$ cat src/rtl/trap_pkg.sv
// Shared types and constants for the commit-stage trap monitor.
// Pure declarations: no logic, no latency, no flow control.
package trap_pkg;

  typedef enum logic [2:0] {
    CAUSE_NONE     = 3'd0,
    CAUSE_GOOD     = 3'd1,
    CAUSE_BAD_EXIT = 3'd2,
    CAUSE_ILLEGAL  = 3'd3,
    CAUSE_OVERFLOW = 3'd4,
    CAUSE_TIMEOUT  = 3'd5
  } cause_t;

  typedef enum logic [1:0] {
    ST_RUN    = 2'd0,
    ST_DRAIN  = 2'd1,
    ST_HALTED = 2'd2
  } state_t;

  localparam logic [31:0] EBREAK_INST = 32'h00100073;
  localparam logic [6:0]  BAD_OPCODE  = 7'h7F;

endpackage

$ cat src/rtl/trap_chan_decode.sv
// Per-channel trap classifier: illegal opcode beats overflow beats ebreak.
// Purely combinational, zero latency; never stalls the commit channel.
module trap_chan_decode
  import trap_pkg::*;
#(
  parameter int XLEN = 32
) (
  input  logic            valid,
  input  logic [XLEN-1:0] inst,
  input  logic            ovf,
  input  logic [XLEN-1:0] a0,
  output logic            trap_hit,
  output cause_t          trap_cause
);

  logic [31:0] iw;
  assign iw = inst[31:0];

  always_comb begin
    trap_hit   = 1'b0;
    trap_cause = CAUSE_NONE;
    if (valid) begin
      if (iw[6:0] == BAD_OPCODE) begin
        trap_hit   = 1'b1;
        trap_cause = CAUSE_ILLEGAL;
      end else if (ovf) begin
        trap_hit   = 1'b1;
        trap_cause = CAUSE_OVERFLOW;
      end else if (iw == EBREAK_INST) begin
        trap_hit   = 1'b1;
        trap_cause = (a0 == '0) ? CAUSE_GOOD : CAUSE_BAD_EXIT;
      end
    end
  end

endmodule

$ cat src/rtl/trap_monitor.sv
// NCH-wide commit trap monitor with optional commit watchdog (TRAP_WATCHDOG_EN).
// All outputs registered: stop one cycle after detection, done DRAIN_CYCLES later; commits are never back-pressured.
module trap_monitor
  import trap_pkg::*;
#(
  parameter int NCH          = 1,
  parameter int XLEN         = 32,
  parameter int DRAIN_CYCLES = 2,
  parameter int WDOG_W       = 20
) (
  input  logic                clk,
  input  logic                rst,
  input  logic [NCH-1:0]      commit_valid,
  input  logic [NCH*XLEN-1:0] commit_pc,
  input  logic [NCH*XLEN-1:0] commit_inst,
  input  logic [NCH-1:0]      commit_ovf,
  input  logic [XLEN-1:0]     a0,
  output logic                stop,
  output logic                done,
  output logic [2:0]          cause,
  output logic [XLEN-1:0]     trap_pc,
  output logic [XLEN-1:0]     exit_code,
  output logic [63:0]         inst_count,
  output logic [63:0]         cycle_count
);

  localparam logic [3:0] DRAIN_LAST = 4'(DRAIN_CYCLES - 1);

  if (NCH < 1 || NCH > 4 || DRAIN_CYCLES < 0 || DRAIN_CYCLES > 15 || WDOG_W < 1 || XLEN < 32)
  begin : g_param_check
    $error("trap_monitor: unsupported parameter combination");
  end

  state_t          state, state_nxt;
  logic [3:0]      drain_cnt, drain_cnt_nxt;
  logic            done_nxt;
  cause_t          cause_q;

  logic   [NCH-1:0] ch_hit;
  cause_t           ch_cause [NCH];

  for (genvar g = 0; g < NCH; g++) begin : g_chan
    trap_chan_decode #(.XLEN(XLEN)) u_dec (
      .valid      (commit_valid[g]),
      .inst       (commit_inst[g*XLEN +: XLEN]),
      .ovf        (commit_ovf[g]),
      .a0         (a0),
      .trap_hit   (ch_hit[g]),
      .trap_cause (ch_cause[g])
    );
  end

  // Lowest trapping channel wins; only valid channels up to it retire.
  logic            hit_any;
  cause_t          win_cause;
  logic [XLEN-1:0] win_pc, win_code;
  logic [63:0]     n_ret;
`ifdef TRAP_WATCHDOG_EN
  logic [XLEN-1:0] ret_pc;
`endif

  always_comb begin
    hit_any   = 1'b0;
    win_cause = CAUSE_NONE;
    win_pc    = '0;
    n_ret     = '0;
`ifdef TRAP_WATCHDOG_EN
    ret_pc    = '0;
`endif
    for (int i = 0; i < NCH; i++) begin
      if (!hit_any && commit_valid[i]) begin
        n_ret = n_ret + 64'd1;
`ifdef TRAP_WATCHDOG_EN
        ret_pc = commit_pc[i*XLEN +: XLEN];
`endif
        if (ch_hit[i]) begin
          hit_any   = 1'b1;
          win_cause = ch_cause[i];
          win_pc    = commit_pc[i*XLEN +: XLEN];
        end
      end
    end
  end

  assign win_code = (win_cause == CAUSE_GOOD || win_cause == CAUSE_BAD_EXIT) ? a0 : '0;

  logic            trap_fire;
  cause_t          fire_cause;
  logic [XLEN-1:0] fire_pc, fire_code;

`ifdef TRAP_WATCHDOG_EN
  logic [WDOG_W-1:0] wdog_q, wdog_nxt;
  logic [XLEN-1:0]   last_pc;
  logic              timeout;

  assign wdog_nxt = (|commit_valid) ? '0 : wdog_q + WDOG_W'(1);
  assign timeout  = (wdog_nxt == '1);

  always_ff @(posedge clk or negedge rst) begin
    if (!rst) begin
      wdog_q  <= '0;
      last_pc <= '0;
    end else if (state == ST_RUN) begin
      wdog_q <= wdog_nxt;
      if (|commit_valid) last_pc <= ret_pc;
    end
  end

  // A real trap in the same cycle outranks the timeout.
  assign trap_fire  = hit_any | timeout;
  assign fire_cause = hit_any ? win_cause : CAUSE_TIMEOUT;
  assign fire_pc    = hit_any ? win_pc : last_pc;
  assign fire_code  = hit_any ? win_code : '0;
`else
  assign trap_fire  = hit_any;
  assign fire_cause = win_cause;
  assign fire_pc    = win_pc;
  assign fire_code  = win_code;
`endif

  always_ff @(posedge clk or negedge rst) begin
    if (!rst) begin
      state     <= ST_RUN;
      drain_cnt <= '0;
    end else begin
      state     <= state_nxt;
      drain_cnt <= drain_cnt_nxt;
    end
  end

  always_comb begin
    state_nxt     = state;
    drain_cnt_nxt = drain_cnt;
    done_nxt      = 1'b0;
    case (state)
      ST_RUN: begin
        if (trap_fire) begin
          drain_cnt_nxt = '0;
          if (DRAIN_CYCLES == 0) begin
            state_nxt = ST_HALTED;
            done_nxt  = 1'b1;
          end else begin
            state_nxt = ST_DRAIN;
          end
        end
      end
      ST_DRAIN: begin
        if (drain_cnt == DRAIN_LAST) begin
          state_nxt = ST_HALTED;
          done_nxt  = 1'b1;
        end else begin
          drain_cnt_nxt = drain_cnt + 4'd1;
        end
      end
      default: ;
    endcase
  end

  always_ff @(posedge clk or negedge rst) begin
    if (!rst) begin
      stop        <= 1'b0;
      done        <= 1'b0;
      cause_q     <= CAUSE_NONE;
      trap_pc     <= '0;
      exit_code   <= '0;
      inst_count  <= '0;
      cycle_count <= '0;
    end else begin
      done <= done_nxt;
      if (state == ST_RUN) begin
        cycle_count <= cycle_count + 64'd1;
        inst_count  <= inst_count + n_ret;
        if (trap_fire) begin
          stop      <= 1'b1;
          cause_q   <= fire_cause;
          trap_pc   <= fire_pc;
          exit_code <= fire_code;
        end
      end
    end
  end

  assign cause = cause_q;

endmodule

$ cat config.mk
export PLATFORM = sky130hd
export DESIGN_NAME = trap_monitor
export DESIGN_NICKNAME = d
export VERILOG_FILES = /design/src/rtl/trap_pkg.sv /design/src/rtl/trap_chan_decode.sv /design/src/rtl/trap_monitor.sv
export SDC_FILE = /design/constraint.sdc
export NUM_CORES = 1
export LEC_CHECK = 0
export CAP_MARGIN = 20
export CORE_UTILIZATION = 47
export DETAILED_ROUTE_END_ITERATION = 7
export GPL_TIMING_DRIVEN = 1
export PLACE_DENSITY = 0.81
export SLEW_MARGIN = 20
export SYNTH_ARGS = -nofsm -noshare
export SYNTH_HDL_FRONTEND = slang
export SYNTH_SLANG_ARGS = --single-unit
$ cat constraint.sdc
create_clock -name clk -period 2.3 [get_ports clk]
set_input_delay 0.46 -clock clk [delete_from_list [all_inputs] [get_ports clk]]
set_output_delay 0.46 -clock clk [all_outputs]
set_load 0.01 [all_outputs]
==> metrics.md <==
| Metric | Value |
|---|---|
| # diodes | `0` |
| Rel. slew slack | `62.0%` |
| HP Class | `reg -> reg` |
| Row count | `50` |
| Die height | `142 um` |
| Drt pass-1 iters | `6` |
| Critical-path cell list | `clkdlybuf4s50_1, nand2_1, or4_1, or4_4, buf_6, or4b_2, nand3_1` |
| Final core utilization | `between 70% and 80%` |
| Min cycle time layout | `approximately 2300 ps` |
| Pwr/cell area | `about 740 nW/um2` |
| Clk root buf | `clkbuf_16` |
| Cell count after synthesis | `slightly above 800` |
| Initial Utilization | `a little under 50%` |
| Leading area contributor after synthesis | `dfrtp_1` |
| Post-Route WL | `between 20000 and 25000 um` |
| Share of the synthesized area in the top cell type | `between 50% and 60%` |
| Worst-margin pin slew | `roughly 560 ps` |
| Period utilization | `slightly below 100%` |
| WHS | `roughly 470 ps` |
| Total CTS buffers | `23` |
| Vias in the first global route | `about 7600` |
| First-pass GRT wire length | `around 39000 um` |
| Critical-path top delay cell | `or4b_2` |
| MaxCap Viol Count | `0` |
| Total Nets Final | `about 1300` |
| Vias per Instance | `about 5.3` |
| Fin. max-slew vios | `0` |
| Core Region | `~19000 um2` |
| Antenna violations before repair | `0` |
| Count of cell types in the netlist | `42` |
| Req. time, crit path | `2730 ps` |
| # IOs | `297` |
| Ys flop type | `dfrtp_1` |
| Post-layout power | `~10 mW` |
| CTS tree | `built` |
| Syn avg cell area | `about 11 um2` |
| Grt ovf | `0` |
| Startpoint types | `input port` |
| Placed Area | `between 10000 and 15000 um2` |
| Worst slack at placement | `-547 ps` |
| Fraction of layout cells with a size suffix above 1 | `between 10% and 20%` |
| RSZ-0062 raised after global routing | `true` |
| Die area | `between 20000 and 25000 um2` |
| Status | `finished, final reports clean` |
| Final setup TNS | `0 ps` |
| Worst-Skew Late Latency | `a little over 500 ps` |
| Peak VDD IR | `435 uV` |
| Cell Area, Synth | `between 9000 and 10000 um2` |
| Post-synth EDFFs | `0` |
| Yosys reg bits | `approximately 200` |
| CP endpoint kind | `flop` |
| # port buffers | `a little under 300` |
| Sink Count | `203` |
| DP HPWL | `about 18000 um` |
| Synth area leaders | `dfrtp_1, xnor2_1, xor2_1, nand2_1, nor4_1` |
| Most common cell in the netlist | `dfrtp_1` |
| Hold Vio Cnt, Final | `0` |
| Clock-pin slew on the worst setup and hold paths | `about 60 ps` |
| Leakage | `6.12 nW` |
| DR vias | `~7600` |
| GR Util All Layers | `24.5%` |
| Pin count of the biggest net entering global routing | `56` |
| CTS HTree Levels | `1` |
| Gpl congestion | `roughly 0.87` |
| Final Non-Filler Cells | `1428` |
| Placed insts | `between 1000 and 1500` |
| Drt wl/cell | `roughly 17 um` |
| DR iter-0 viols | `326` |
| Crit Path Max Fanout | `5` |
| Synthesis-to-finish area growth | `47.6%` |
| Die width | `between 100 and 150 um` |
| Drt drc | `0` |
| CP Class | `in -> reg` |
| YS warnings | `0` |
| Setup ws final | `18.0 ps` |
| Fmax | `between 0.4 and 0.5 GHz` |
| Antenna Nets Post-Route | `0` |
| Max incr delay on CP | `approximately 600 ps` |
| Clock Path Buffers | `3` |
| Syn_nets | `between 900 and 1000` |
| Setup Viol. Count Final | `0` |
| Asr flop ratio synth | `100%` |
| Arr. time, crit path | `about 2700 ps` |
| Register area share after synthesis | `55.4%` |
| Commonest cells in the netlist | `dfrtp_1, nand2_1, xnor2_1` |
| Final Instance Area | `between 10000 and 15000 um2` |
| Post-Route Skew | `between 10 and 15 ps` |
routing by layer:
metal	vias to the layer above	GRT usage [%]	share of wire, %
met3	38	6.04	7.7
met2	302	43.0	51
met1	3699	29.9	40
met4	0	6.79	2.1
li1	3546	-	-
met5	-	0	0
critical path, delay by kind of cell:
kind                   cells  cell delay, ps
AND/OR/NAND/NOR            5            1650
buffers and inverters      2             610
cell usage in the layout, fill, tap and decap left out, types with 32 or more instances in the layout:
master / n
nor4_1: 48
buf_4: 37
a21o_1: 32
xnor2_1: 80
clkdlybuf4s50_1: 294
nand3_1: 38
nand2_1: 95
dfrtp_1: 203
xor2_1: 47
nand4_1: 45
repair_timing:
action / in CTS / in global routing
hold buffers: 1 / 0
hold endpoints to repair: 49 / 0
pin swaps: 0 / 1
setup buffers: 0 / 0
gates resized for setup: 2 / 14
setup endpoints to repair: 24 / 68
logic make-up (layout without fill, tap and decap cells):
family / Yosys count / after routing / synth area share, %
AOI/OAI and AO/OA: 41 / 41 / 3.18
xor gates and xnor gates: 127 / 127 / 12.1
adders and majority gates: 5 / 5 / 0.683
buffers and inverters: 53 / 402 / 2.61
DFF: 203 / 203 / 55.4
muxes: 32 / 32 / 4.63
and+or+nand+nor: 358 / 358 / 21.3
path summary, 6_finish.rpt:
path	start	to	slack [ps]	depth (start not counted)
max	commit_inst[4]	cause[0]$_DFFE_PN0P_	20	7
min	cycle_count[63]$_DFFE_PN0P_	cycle_count[63]$_DFFE_PN0P_	470	1
max reg2reg	state[1]$_DFFE_PN0P_	inst_count[54]$_DFFE_PN0P_	130	7
min reg2reg	cycle_count[63]$_DFFE_PN0P_	cycle_count[63]$_DFFE_PN0P_	470	1
max in group asynchronous	rst	exit_code[15]$_DFFE_PN0P_	1120	3
min in group asynchronous	rst	cycle_count[46]$_DFFE_PN0P_	490	2
flip-flops by register name, indices dropped and copies added, names as in the netlist:
signal and count:
state 2, inst_count 64, done 1, exit_code 32, stop 1, cause 3
cycle_count 64, trap_pc 32, drain_cnt 4
layout make-up:
cell class,count,area (um2)
Fill cell,1363,5370
Sequential cell,203,5080
Multi-Input combinational cell,563,3920
Timing Repair Buffer,343,3420
Clock buffer,35,681
Tap cell,260,325
Inverter,18,67.6
Clock inverter,6,37.5
power by group:
part	switching (mW)	internal, mW
Clock	1.43	2.04
Combinational	0.852	1.29
Sequential	0.347	4.00
Note: power is estimated with default switching activity, not from simulation.
